## config.mk

```make
export PLATFORM = sky130hd
export DESIGN_NAME = pmem_arbiter
export DESIGN_NICKNAME = d
export VERILOG_FILES = /design/src/rtl/pmem_arbiter.sv
export SDC_FILE = /design/constraint.sdc
export NUM_CORES = 1
export LEC_CHECK = 0
export CORE_AREA = 10 10 314 316
export CTS_BUF_LIST = sky130_fd_sc_hd__clkbuf_4 sky130_fd_sc_hd__clkbuf_8 sky130_fd_sc_hd__clkbuf_16
export DETAILED_ROUTE_END_ITERATION = 8
export DIE_AREA = 0 0 324 326
export SYNTH_ARGS = -nofsm -noshare
export SYNTH_HDL_FRONTEND = slang
export SYNTH_SLANG_ARGS = --single-unit
```

## constraint.sdc

```tcl
create_clock -name clk -period 1.5 [get_ports clk]
set_input_delay 0.225 -clock clk [delete_from_list [all_inputs] [get_ports clk]]
set_output_delay 0.225 -clock clk [all_outputs]
set_load 0.005 [all_outputs]
```

## src/rtl/pmem_arbiter.sv

```systemverilog
// ---------------------------------------------------------------------------
// pmem_arbiter
//
// Shares the single physical-memory line port between the instruction cache
// (client A) and the data cache (client B). One client is granted at a time.
// Ties are broken round-robin using last_b_reg. The granted client's request
// is forwarded combinationally to memory, and pmem_resp is routed back to that
// client only.
//
// Ports:
//   clk, rst           system clock, synchronous active-high reset
//   a_pmem_*           client A (I-cache) line interface: read/write/address/
//                      wdata in, resp/rdata out
//   b_pmem_*           client B (D-cache) line interface, same shape as A
//   pmem_read/write/address/wdata
//                      request towards physical memory (granted client only)
//   pmem_resp/rdata    completion and read line from physical memory
// ---------------------------------------------------------------------------
module pmem_arbiter #(
  parameter int ADDR_W = 16,
  parameter int LINE_W = 128
) (
  input  logic              clk,
  input  logic              rst,
  // client A (instruction cache)
  input  logic              a_pmem_read,
  input  logic              a_pmem_write,
  input  logic [ADDR_W-1:0] a_pmem_address,
  input  logic [LINE_W-1:0] a_pmem_wdata,
  output logic              a_pmem_resp,
  output logic [LINE_W-1:0] a_pmem_rdata,
  // client B (data cache)
  input  logic              b_pmem_read,
  input  logic              b_pmem_write,
  input  logic [ADDR_W-1:0] b_pmem_address,
  input  logic [LINE_W-1:0] b_pmem_wdata,
  output logic              b_pmem_resp,
  output logic [LINE_W-1:0] b_pmem_rdata,
  // physical memory
  output logic              pmem_read,
  output logic              pmem_write,
  output logic [ADDR_W-1:0] pmem_address,
  output logic [LINE_W-1:0] pmem_wdata,
  input  logic              pmem_resp,
  input  logic [LINE_W-1:0] pmem_rdata
);

  typedef enum logic [1:0] {
    IDLE    = 2'd0,
    SERVE_A = 2'd1,
    SERVE_B = 2'd2
  } state_t;

  state_t state_reg, state_next;
  logic   last_b_reg, last_b_next;   // 1 = B was the last client served

  logic a_req;
  logic b_req;

  assign a_req = a_pmem_read | a_pmem_write;
  assign b_req = b_pmem_read | b_pmem_write;

  // Read data is broadcast to both clients; only resp qualifies it.
  assign a_pmem_rdata = pmem_rdata;
  assign b_pmem_rdata = pmem_rdata;

  always_ff @(posedge clk) begin
    if (rst) begin
      state_reg  <= IDLE;
      last_b_reg <= 1'b1;            // A wins the first tie after reset
    end else begin
      state_reg  <= state_next;
      last_b_reg <= last_b_next;
    end
  end

  always_comb begin
    state_next   = state_reg;
    last_b_next  = last_b_reg;
    pmem_read    = 1'b0;
    pmem_write   = 1'b0;
    pmem_address = '0;
    pmem_wdata   = '0;
    a_pmem_resp  = 1'b0;
    b_pmem_resp  = 1'b0;

    case (state_reg)
      IDLE: begin
        // Memory outputs stay low here, so a stray pmem_resp is ignored.
        if (a_req && b_req) begin
          state_next = last_b_reg ? SERVE_A : SERVE_B;
        end else if (a_req) begin
          state_next = SERVE_A;
        end else if (b_req) begin
          state_next = SERVE_B;
        end
      end

      SERVE_A: begin
        // Gating on a_req makes an abort drop every pmem output in the
        // same cycle the client lets go.
        if (a_req) begin
          pmem_read    = a_pmem_read;
          pmem_write   = a_pmem_write;
          pmem_address = a_pmem_address;
          pmem_wdata   = a_pmem_wdata;
        end
        a_pmem_resp = pmem_resp;
        if (pmem_resp) begin
          state_next  = IDLE;
          last_b_next = 1'b0;
        end else if (!a_req) begin
          state_next  = IDLE;        // abort: fairness history untouched
        end
      end

      SERVE_B: begin
        if (b_req) begin
          pmem_read    = b_pmem_read;
          pmem_write   = b_pmem_write;
          pmem_address = b_pmem_address;
          pmem_wdata   = b_pmem_wdata;
        end
        b_pmem_resp = pmem_resp;
        if (pmem_resp) begin
          state_next  = IDLE;
          last_b_next = 1'b1;
        end else if (!b_req) begin
          state_next  = IDLE;
        end
      end

      default: begin
        state_next = IDLE;
      end
    endcase
  end

endmodule

```

==> impl_metrics.csv <==
group,metric,value,unit
global_routing,grt_pass1_wl,73.46,mm
placement,dp.cells,2010,
detailed_routing,top_layer_used,"met5",
outcome,outcome,"finished with violations",
placement,hpwl,54.21,mm
clock_tree,clock_latency,0.23,ns
worst_setup_path,cp_max_fo,7,
synthesis,yosys-top-cells-area,"buf_4 44%, a22oi_1 25%, nor2b_1 21%, buf_6 2.3%, buf_2 1.8%",
outcome,violations,"setup timing",
sta,holdWs,0.4500,ns
placement,place_ws,-1.189,ns
synthesis,syn_area,0.004454,mm²
sta,setup-violations-final,146,
min_path,worstHoldPathCells,0,
clock_tree,numCtsBuffers,3,
global_routing,antenna_found_initial,19,
sta,tightestPinTransition,0.7073,ns
worst_setup_path,crit_path_max_incr_delay,0.37,ns
sta,hold_violations,0,
min_path,hp-class,"primary input to output port",
synthesis,synth.cells.most_frequent,"263 x buf_4, 147 x nor2b_1, 146 x a22oi_1",
floorplanning,start_util,0.04816,
clock_tree,h-tree-depth,1,
detailed_routing,ant_nets,0,
clock_tree,clkTransAtPathRegs,0.03,ns
detailed_routing,wl_met3,11.82,mm
detailed_routing,wl_met2,30.99,mm
sta,finalMaxSlewViolations,0,
detailed_routing,wl,66.38,mm
clock_tree,clock_path_buffers,2,
sta,worst_slack,-0.7665,ns
sta,slew_headroom,0.5285,
synthesis,yosysTopAreaCellShare,0.4433,
finish,drive_gt1_frac,0.4677,
clock_tree,cts.sinks,3,
detailed_routing,drc,0,
worst_setup_path,r2r-end,"state_reg[1]$_SDFFE_PP0P_",
sta,min_period,2.267,ns
pwr,p_leak,0.003545,µW
worst_setup_path,worst_r2r_startpoint,"state_reg[0]$_SDFFE_PP0P_",
worst_setup_path,critPathBufInv,5,
pwr,p_per_area,588.6,mW/mm²
finish,fin_nets,1310,
floorplanning,fp.dieW,324,µm
worst_setup_path,rrSetupSlack,0.08,ns
finish,largest_reg_flops,2,
synthesis,async_flop_share,0,
worst_setup_path,worstSetupStartpointType,"register",
flow_run,maxCapViolCount,0,
worst_setup_path,crit_slowest_cell,"dfxtp_4",
sta,timing.final.crit_share,1.511,
placement,io_buffers,442,
floorplanning,io_pins,827,
global_routing,grt_pass1_vias,5991,
worst_setup_path,r2r_cells,7,
sta,grt_setup_unrepaired,"yes",
worst_setup_path,cp.depth,9,
global_routing,grt_use_total,0.1086,
clock_tree,cts_root_buf,"clkbuf_16",
synthesis,syn_nets,1049,
worst_setup_path,cp.arrival,2.04,ns
synthesis,synth_top_area_cell,"buf_4",
synthesis,yosysWarnings,0,
floorplanning,rows,112,
detailed_routing,avgRoutedWirePerCell,31.90,µm
placement,gp_congestion,0.7923,
worst_setup_path,crit_type,"register to output port",
detailed_routing,drt_iter0_drc,171,
worst_setup_path,worstSetupEndpointType,"output port",
floorplanning,die_area,0.1056,mm²
synthesis,synth_seq_cells,3,
worst_setup_path,crit_top_cell,"buf_4",
synthesis,ys.flop_type,"dfxtp_1",
pwr,ir_worst_vdd,341.6,µV
synthesis,postSynthAreaPerCell,7.150,µm²
clock_tree,cts_tree,"yes",
synthesis,yosysMostFrequentCell,"buf_4",
sta,fin_skew,0.001141,ns
worst_setup_path,cp.required,1.27,ns
detailed_routing,dr.pass1.iters,4,
synthesis,syn_inst,623,
pwr,report.power.total,6242,µW
detailed_routing,vias_per_cell,2.692,
finish,stdcell_count,2081,
synthesis,ys_seq_area_frac,0.01348,
global_routing,grt_max_degree,64,
synthesis,yosysUniqueCellTypes,23,
detailed_routing,wirelength_met1,22.51,mm
worst_setup_path,cp_cell_sequence,"inv_4, ha_4, nor2b_4, buf_4, buf_8, buf_4, a22oi_2, nor2b_2, buf_12",
synthesis,synth_edf_count,0,
min_path,hold_end,"b_pmem_rdata[0]",
floorplanning,die_h,326,µm
min_path,hp-start,"pmem_rdata[0]",
sta,fmax,0.4412,GHz
finish,area_delta_synth_final,138.1,%
worst_setup_path,crit_family,"buffers and inverters",
global_routing,grt_overflow,0,
detailed_routing,route.vias.total,5602,
floorplanning,coreArea,0.09249,mm²
finish,fillers,10720,
repair_timing:
item	in CTS	in global routing
gates cloned	10	11
gates resized for setup	506	161
pin swaps	40	25
buffers inserted	35	18
hold endpoints to repair	0	0
hold buffers	0	0
endpoints found under the setup margin	148	150
logic make-up (layout without fill, tap and decap cells):
logic type               after synthesis  count (layout)  synth area share
buffers and inverters                307             567            0.5000
AND/OR/NAND/NOR                      156             156            0.2194
AO/OA/AOI/OAI                        152             152            0.2542
adder cells (fa/ha/maj)                3               3          0.008428
flip-flops                             3               3           0.01348
multiplexers                           2               2          0.004495
other                                  0               1                 0
worst register-to-register path, delay by kind of cell, from the launching register on:
kind	cells	cell delay (ns)
AO/OA/AOI/OAI	3	0.40
flip-flops	1	0.37
multiplexers	1	0.23
buffers and inverters	2	0.17
adder cells (fa/ha/maj)	1	0.15
stage by stage:
stage | util | instance area, µm² | setup TNS, ns
CTS | 0.1077 | 9960 | -98.74
global route | 0.1147 | 10600 | -98.81
global placement | 0.09727 | 8996 | -126.25
finish | 0.1147 | 10600 | -87.66
detailed placement | 0.09727 | 8996 | -127.56
floorplan | - | 4571 | -0.6708
power by group:
group | total, µW | internal, µW | switching (µW) | leakage, µW
Clock | 455 | 370 | 84.7 | 0.0000416
Combinational | 5680 | 3140 | 2530 | 0.00348
Sequential | 110 | 93.7 | 16.5 | 0.0000260
Total | 6240 | 3610 | 2640 | 0.00354
area by class of cell:
cell class                 count  area [µm²]  share of cell area
antenna                        1       2.502           0.0002360
clock buffer                   4       82.58            0.007788
inverter                       3       16.27            0.001534
multi-input combinational    313        2897              0.2732
sequential                     3       67.56            0.006372
tap                         1197        1498              0.1412
timing repair buffer         560        6041              0.5697
placed cells by master (no fill, tap or decap), drive strengths merged, types with 2 or more instances in the layout:
master / synthesis / final
mux2i: 2 / 2
ha: 3 / 3
clkbuf: 16 / 19
clkdlybuf4s50: 0 / 289
nor2: 2 / 2
a22oi: 146 / 146
dlygate4sd2: 0 / 12
nor2b: 148 / 148
dfxtp: 3 / 3
inv: 3 / 3
nand2b: 2 / 2
buf: 288 / 243
o21ai: 2 / 2
worst max path at each step:
| stage | startpoint | end | slack (ns) |
|---|---|---|---|
| final | state_reg[0]$_SDFFE_PP0P_ | pmem_wdata[17] | -0.77 |
| after global routing | state_reg[1]$_SDFFE_PP0P_ | pmem_wdata[59] | -0.81 |
| after CTS | state_reg[1]$_SDFFE_PP0P_ | pmem_wdata[23] | -0.81 |
| after detailed placement | a_pmem_read | pmem_wdata[82] | -1.19 |
| after global placement | a_pmem_read | pmem_wdata[82] | -1.18 |
| after floorplan | state_reg[1]$_SDFFE_PP0P_ | pmem_wdata[108] | -0.02 |
metal layers:
metal  vias to the layer above  GRT usage
met3                        59    0.08940
met5                         -          0
met4                        22   0.009178
li1                       2403          -
met2                       634     0.1803
met1                      2484     0.1079
No activity file was read; power rests on OpenSTA's default activity.
